### config.mk
export PLATFORM = sky130hd
export DESIGN_NAME = lb_uart_tx_fifo
export DESIGN_NICKNAME = d
export VERILOG_FILES = /design/src/rtl/lb_uart_tx_fifo.sv
export SDC_FILE = /design/constraint.sdc
export NUM_CORES = 1
export LEC_CHECK = 0
export CAP_MARGIN = 40
export CORE_MARGIN = 2
export CORE_UTILIZATION = 60
export DETAILED_ROUTE_END_ITERATION = 6
export GPL_TIMING_DRIVEN = 1
export PLACE_DENSITY_LB_ADDON = 0.3
export SYNTH_ARGS = -nofsm -noshare
export SYNTH_HDL_FRONTEND = slang
export SYNTH_SLANG_ARGS = --single-unit
### constraint.sdc
create_clock -name clk -period 3.8 [get_ports clk]
set_input_delay 1.14 -clock clk [delete_from_list [all_inputs] [get_ports clk]]
set_output_delay 1.14 -clock clk [all_outputs]
set_load 0.03 [all_outputs]
### src/rtl/lb_uart_tx_fifo.sv
// lb_uart_tx_fifo: buffered UART transmitter.
// Words pushed through a cs/we strobe go into a FIFO and are serialised
// on tx as start bit, 8 or 9 data bits LSB first, optional parity bit,
// and 1 or 2 stop bits. Frame format and bit period are captured when a
// word is popped, so later config changes affect only later frames.
//
// Ports:
//   clk, reset        clock, asynchronous active-low reset
//   cs, we, data      push request (cs & we) and 9-bit word
//   bit8, parity_en, odd_n_even, stop2, baud_val   frame configuration
//   clr_ovf           clears the sticky overflow flag
//   txrdy             FIFO not full
//   tx, tx_busy       serial line (idle 1) and frame-in-progress flag
//   fifo_count        words held in the FIFO
//   ovf               sticky: a push was dropped because the FIFO was full
//   break_req         only with LB_UART_TX_BREAK_EN: hold a line break
//
// Optional feature macro: LB_UART_TX_BREAK_EN
module lb_uart_tx_fifo #(
    parameter int unsigned FIFO_DEPTH = 16,
    parameter int unsigned BAUD_W     = 20
) (
    input  logic                          clk,
    input  logic                          reset,
    input  logic                          cs,
    input  logic                          we,
    input  logic [8:0]                    data,
    input  logic                          bit8,
    input  logic                          parity_en,
    input  logic                          odd_n_even,
    input  logic                          stop2,
    input  logic [BAUD_W-1:0]             baud_val,
    input  logic                          clr_ovf,
`ifdef LB_UART_TX_BREAK_EN
    input  logic                          break_req,
`endif
    output logic                          txrdy,
    output logic                          tx,
    output logic                          tx_busy,
    output logic [$clog2(FIFO_DEPTH):0]   fifo_count,
    output logic                          ovf
);

    localparam int unsigned AW = $clog2(FIFO_DEPTH);
    localparam int unsigned CW = AW + 1;

    typedef enum logic [2:0] {
        S_IDLE,
        S_START,
        S_DATA,
        S_PARITY,
        S_STOP
`ifdef LB_UART_TX_BREAK_EN
        ,
        S_BREAK,
        S_MARK
`endif
    } state_t;

    state_t            state;
    logic [8:0]        mem [FIFO_DEPTH];
    logic [AW-1:0]     wr_ptr;
    logic [AW-1:0]     rd_ptr;
    logic [8:0]        shreg;
    logic [BAUD_W-1:0] baud_cnt;
    logic [BAUD_W-1:0] l_baud;
    logic [3:0]        bit_cnt;
    logic              l_bit8;
    logic              l_par_en;
    logic              l_stop2;
    logic              par_bit;

    logic              push_c;
    logic              pop_c;
    logic              bit_end_c;
    logic              last_stop_c;
    logic              fifo_empty_c;
    logic [8:0]        frame_word_c;
    logic [3:0]        last_idx_c;

    // Full flag comes straight from the registered count, so a same-cycle pop never frees a slot
    assign txrdy        = (fifo_count != CW'(FIFO_DEPTH));
    assign push_c       = cs & we & txrdy;
    assign fifo_empty_c = (fifo_count == '0);
    assign bit_end_c    = (baud_cnt == l_baud);
    assign last_stop_c  = bit_end_c && (!l_stop2 || bit_cnt[0]);
    assign last_idx_c   = l_bit8 ? 4'd8 : 4'd7;
    // data[8] only takes part in 9-bit frames
    assign frame_word_c = {mem[rd_ptr][8] & bit8, mem[rd_ptr][7:0]};

    // Pop at every frame boundary where a word is waiting
    always_comb begin
        pop_c = 1'b0;
        case (state)
            S_IDLE:  pop_c = !fifo_empty_c;
            S_STOP:  pop_c = last_stop_c && !fifo_empty_c;
`ifdef LB_UART_TX_BREAK_EN
            S_MARK:  pop_c = bit_end_c && !fifo_empty_c;
`endif
            default: pop_c = 1'b0;
        endcase
`ifdef LB_UART_TX_BREAK_EN
        // A pending break wins over the next frame
        if (break_req && (state == S_IDLE || state == S_STOP)) begin
            pop_c = 1'b0;
        end
`endif
    end

    // FIFO storage (no reset needed, validity is tracked by the count)
    always_ff @(posedge clk) begin
        if (push_c) begin
            mem[wr_ptr] <= data;
        end
    end

    // FIFO pointers, count and sticky overflow
    always_ff @(posedge clk or negedge reset) begin
        if (!reset) begin
            wr_ptr     <= '0;
            rd_ptr     <= '0;
            fifo_count <= '0;
            ovf        <= 1'b0;
        end else begin
            if (push_c) begin
                wr_ptr <= wr_ptr + AW'(1);
            end
            if (pop_c) begin
                rd_ptr <= rd_ptr + AW'(1);
            end
            if (push_c && !pop_c) begin
                fifo_count <= fifo_count + CW'(1);
            end else if (!push_c && pop_c) begin
                fifo_count <= fifo_count - CW'(1);
            end
            // A new drop beats a simultaneous clear
            if (cs && we && !txrdy) begin
                ovf <= 1'b1;
            end else if (clr_ovf) begin
                ovf <= 1'b0;
            end
        end
    end

    // Transmit FSM; the pop override at the end starts a frame from any boundary state
    always_ff @(posedge clk or negedge reset) begin
        if (!reset) begin
            state    <= S_IDLE;
            tx       <= 1'b1;
            tx_busy  <= 1'b0;
            shreg    <= '0;
            baud_cnt <= '0;
            l_baud   <= '0;
            bit_cnt  <= '0;
            l_bit8   <= 1'b0;
            l_par_en <= 1'b0;
            l_stop2  <= 1'b0;
            par_bit  <= 1'b0;
        end else begin
            if (state != S_IDLE) begin
                baud_cnt <= bit_end_c ? '0 : baud_cnt + BAUD_W'(1);
            end
            case (state)
                S_IDLE: begin
                    tx       <= 1'b1;
                    tx_busy  <= 1'b0;
                    baud_cnt <= '0;
`ifdef LB_UART_TX_BREAK_EN
                    if (break_req) begin
                        state   <= S_BREAK;
                        tx      <= 1'b0;
                        tx_busy <= 1'b1;
                    end
`endif
                end
                S_START: begin
                    if (bit_end_c) begin
                        state   <= S_DATA;
                        tx      <= shreg[0];
                        shreg   <= {1'b0, shreg[8:1]};
                        bit_cnt <= '0;
                    end
                end
                S_DATA: begin
                    if (bit_end_c) begin
                        if (bit_cnt == last_idx_c) begin
                            bit_cnt <= '0;
                            if (l_par_en) begin
                                state <= S_PARITY;
                                tx    <= par_bit;
                            end else begin
                                state <= S_STOP;
                                tx    <= 1'b1;
                            end
                        end else begin
                            bit_cnt <= bit_cnt + 4'd1;
                            tx      <= shreg[0];
                            shreg   <= {1'b0, shreg[8:1]};
                        end
                    end
                end
                S_PARITY: begin
                    if (bit_end_c) begin
                        state   <= S_STOP;
                        tx      <= 1'b1;
                        bit_cnt <= '0;
                    end
                end
                S_STOP: begin
                    if (bit_end_c) begin
                        if (!last_stop_c) begin
                            bit_cnt <= 4'd1;
                        end else begin
                            state   <= S_IDLE;
                            tx      <= 1'b1;
                            tx_busy <= 1'b0;
`ifdef LB_UART_TX_BREAK_EN
                            if (break_req) begin
                                state   <= S_BREAK;
                                tx      <= 1'b0;
                                tx_busy <= 1'b1;
                            end
`endif
                        end
                    end
                end
`ifdef LB_UART_TX_BREAK_EN
                S_BREAK: begin
                    baud_cnt <= '0;
                    if (!break_req) begin
                        state  <= S_MARK;
                        tx     <= 1'b1;
                        l_baud <= baud_val;
                    end
                end
                S_MARK: begin
                    if (bit_end_c) begin
                        state   <= S_IDLE;
                        tx      <= 1'b1;
                        tx_busy <= 1'b0;
                    end
                end
`endif
                default: begin
                    state <= S_IDLE;
                end
            endcase
            if (pop_c) begin
                state    <= S_START;
                tx       <= 1'b0;
                tx_busy  <= 1'b1;
                baud_cnt <= '0;
                shreg    <= frame_word_c;
                l_bit8   <= bit8;
                l_par_en <= parity_en;
                l_stop2  <= stop2;
                l_baud   <= baud_val;
                par_bit  <= (^frame_word_c) ^ odd_n_even;
            end
        end
    end

endmodule

==> summary.md <==
| Metric | Value |
|---|---|
| Vias | between 5000 and 6000 |
| Post-synth top cells | edfxtp_1 (144), nand2_1 (107), dfrtp_1 (75), nor2_1 (41), xor2_1 (36) |
| Min-delay src | par_bit |
| Final setup vio count | 0 |
| Worst r2r dst | fifo_count[4] |
| GP Congestion | ~0.84 |
| HP Class | reg2reg |
| Post-Synthesis Cell Area | about 0.0095 sq mm |
| Die height | about 130 microns |
| Crit end category | flop |
| Final Max Tran Viols | 0 |
| Seq pwr share | 0.508 |
| DR WL/cell | roughly 18 microns |
| Routed wire length | 17800 microns |
| Slew Limit Headroom | 0.424 |
| Area grow syn2layout | 15.9% |
| Status | finished, final reports clean |
| CP startpoint kind | flop |
| Hold depth | 2 |
| Post-CTS Setup Bufs | 0 |
| Final period util | 0.891 |
| N_diodes | 0 |
| Tmin final | ~3.4 ns |
| Synthesized flop and latch total | between 200 and 250 |
| Psw | approximately 1.3 mW |
| Req. time, crit path | 4.19 ns |
| Worst EP arrival | approximately 3.8 ns |
| Clock Latency Late Sink | 0.50 ns |
| Syn_nets | around 730 |
| Clk buf depth | 3 |
| Highest clock rate | around 0.3 GHz |
| Worst-path clk slew | around 0.060 ns |
| Power per cell area | a little over 500 mW/mm^2 |
| Cells after Synth | between 600 and 700 |
| Worst-Margin Slew | 0.859 ns |
| Rows | 46 |
| # Max-Cap Violations | 0 |
| Initial cell density of the core | 0.605 |
| Setup TNS | 0 ns |
| Final net count | 799 |
| R2R setup slack | between 0.4 and 0.5 ns |
| Vias in the first global route | roughly 5600 |
| DRT Pass-1 Iters | 5 |
| Worst Path Max Fanout | 6 |
| H-tree depth | 1 |
| Initial antenna violation count | 0 |
| Drt drc | 0 |
| Cts repair resizes | 0 |
| Worst setup margin | approximately 0.41 ns |
| CTS root buffer | clkbuf_16 |
| Share of layout cells above drive strength 1 | 0.123 |
| Dpl hpwl | ~12000 microns |
| Syn_area_per_cell | around 14 sq um |
| Post-synth cell types | 52 |
| Yosys warns | 0 |
| Hold worst-path end | par_bit |
| Number of buffers created by CTS | 23 |
| Post-place setup slack | 0.414 ns |
| Post-synth top area cell | edfxtp_1 |
| Final Hold Viols | 0 |
| Path depth of the worst reg2reg path | 15 |
| Ranking of synthesized cells by area | edfxtp_1 (45%), dfrtp_1 (20%), nand2_1 (4.2%) |
| Chip width | approximately 130 microns |
| Worst setup path class | reg2reg |
| Cell with the most instances after synthesis | edfxtp_1 |
| Boundary Pins | 47 |
| Sw Share | 0.242 |
| Pint | 4.23 mW |
| Max IR drop VDD | between 0.4 and 0.5 mV |
| Antenna viol nets, final | 0 |
| FF-to-FF Start | baud_cnt[11] |
| Share of the synthesized area in the top cell type | 0.455 |
| CTS tree | built |
| GRT Util Overall | 0.218 |
| Post-synth EDFFs | about 140 |
| RSZ-0062 raised after global routing | no |
| Sequential share of the synthesized area | 0.655 |
| Port bufs | 46 |
| First-pass GRT wire length | between 20000 and 30000 microns |
| Grt total ovfl | 0 |
| Clk network pwr share | 0.375 |
| Ys flop type | edfxtp_1 |
| Async SR Flop Fraction | 0.345 |
| Pin count of the biggest net entering global routing | slightly below 60 |
| # hold bufs at CTS | 0 |
| Vias per cell | between 5 and 6 |
| Initial drt markers | about 270 |
| Max Clock Skew | between 0.005 and 0.006 ns |
| Leak Pwr | approximately 4.4 nW |
| Fillers | 1045 |
| Combinational power share | 0.117 |
| CTS sink count | 220 |
| CORE AREA | about 0.016 sq mm |
| Die footprint | between 0.015 and 0.02 sq mm |
-- critical path, stage by stage (launching register included) --
cell and delay, ns:
dfrtp_1 0.46, xor2_1 0.17, nor4_1 0.28, nand2_1 0.24, nor2_4 0.23, o21ai_1 0.18, a221oi_4 0.27, inv_1 0.10
ha_1 0.24, inv_1 0.12, ha_1 0.27, a21o_1 0.19, a21oi_1 0.17, xnor2_1 0.14, nor2_1 0.07, xnor2_1 0.13
-- logic make-up (layout without fill, tap and decap cells) --
kind of cell	after synthesis	count (layout)	synth area share
buffers and inverters	44	130	0.0233
and+or+nand+nor	204	204	0.0945
AOI/OAI and AO/OA	74	74	0.0516
muxes	69	69	0.106
xor gates and xnor gates	56	56	0.0530
DFF	220	220	0.655
adders and majority gates	12	12	0.0166
-- placed cells by master, fill, tap and decap left out, drive strengths merged, types with 2 or more instances in the layout --
| cell | n |
|---|---|
| nor4 | 7 |
| xnor2 | 19 |
| nor2 | 42 |
| nor2b | 3 |
| ha | 11 |
| nand3 | 13 |
| nand4 | 3 |
| dfrtp | 75 |
| inv | 16 |
| o21ai | 26 |
| nand2b | 3 |
| xor2 | 36 |
| a21oi | 12 |
| a22oi | 8 |
| a221oi | 15 |
| a21o | 3 |
| clkbuf | 31 |
| edfxtp | 144 |
| and2 | 3 |
| o211ai | 2 |
| mux2 | 13 |
| nand2 | 108 |
| mux4 | 22 |
| mux2i | 34 |
| and3 | 6 |
| clkdlybuf4s50 | 45 |
| buf | 29 |
| clkinv | 7 |
| nand4b | 3 |
| nor3 | 8 |
| o22ai | 3 |
-- power by group through the flow --
stage | clock (mW) | combinational, mW | sequential, mW
6_report | 2.09 | 0.652 | 2.84
5_1_grt | 2.23 | 0.724 | 2.86
4_1_cts | 2.13 | 0.659 | 2.84
3_5_place_dp | 0 | 0.653 | 2.88
3_3_place_gp | 0 | 0.624 | 2.87
2_1_floorplan | 0 | 0.363 | 2.89
-- layer usage --
| metal | up-vias | part of all wire | track usage | routed length (microns) |
|---|---|---|---|---|
| li1 | 2625 | - | - | - |
| met1 | 2740 | 0.43 | 0.290 | 7580 |
| met2 | 161 | 0.51 | 0.383 | 9080 |
| met3 | 28 | 0.043 | 0.0320 | 756 |
| met4 | 0 | 0.020 | 0.0569 | 348 |
| met5 | - | 0 | 0 | 0 |
-- registers in the layout, summed over array words and instances (netlist names) --
signal,cells
state,3
baud_cnt,20
wr_ptr,4
par_bit,1
tx_busy,1
l_par_en,1
shreg,9
l_bit8,1
l_baud,20
ovf,1
rd_ptr,4
tx,1
fifo_count,5
bit_cnt,4
l_stop2,1
mem,144
-- how the worst max path moves through the flow --
stage	cells past startpoint	slack, ns	startpoint	to
6_report	15	0.41	baud_cnt[11]	fifo_count[4]
5_1_grt	15	0.13	baud_cnt[6]	fifo_count[4]
4_1_cts	15	0.38	baud_cnt[2]	fifo_count[4]
3_5_place_dp	15	0.41	baud_cnt[2]	fifo_count[4]
3_3_place_gp	11	0.51	cs	fifo_count[4]
2_1_floorplan	18	0.45	baud_cnt[11]	fifo_count[4]
-- final cells by class --
| type | instances | area, sq um | area share |
|---|---|---|---|
| Clock buffer | 31 | 627 | 0.0569 |
| Clock inverter | 10 | 80.1 | 0.00726 |
| Inverter | 15 | 56.3 | 0.00511 |
| Multi-Input combinational cell | 415 | 3070 | 0.279 |
| Sequential cell | 220 | 6230 | 0.565 |
| Tap cell | 216 | 270 | 0.0245 |
| Timing Repair Buffer | 74 | 688 | 0.0624 |
-- stage by stage --
step                      hold slack (ns)   util  cells  total power, mW  cell area (sq um)
after global placement              0.460  0.655    939             3.49              10300
after global routing                0.517  0.702    981             5.81              11000
final                               0.475  0.702    981             5.58              11000
after floorplan                     0.443      -    679             3.26               9510
after CTS                           0.475  0.702    981             5.62              11000
after detailed placement            0.467  0.657    940             3.54              10300
No activity file was read; power rests on OpenSTA's default activity.
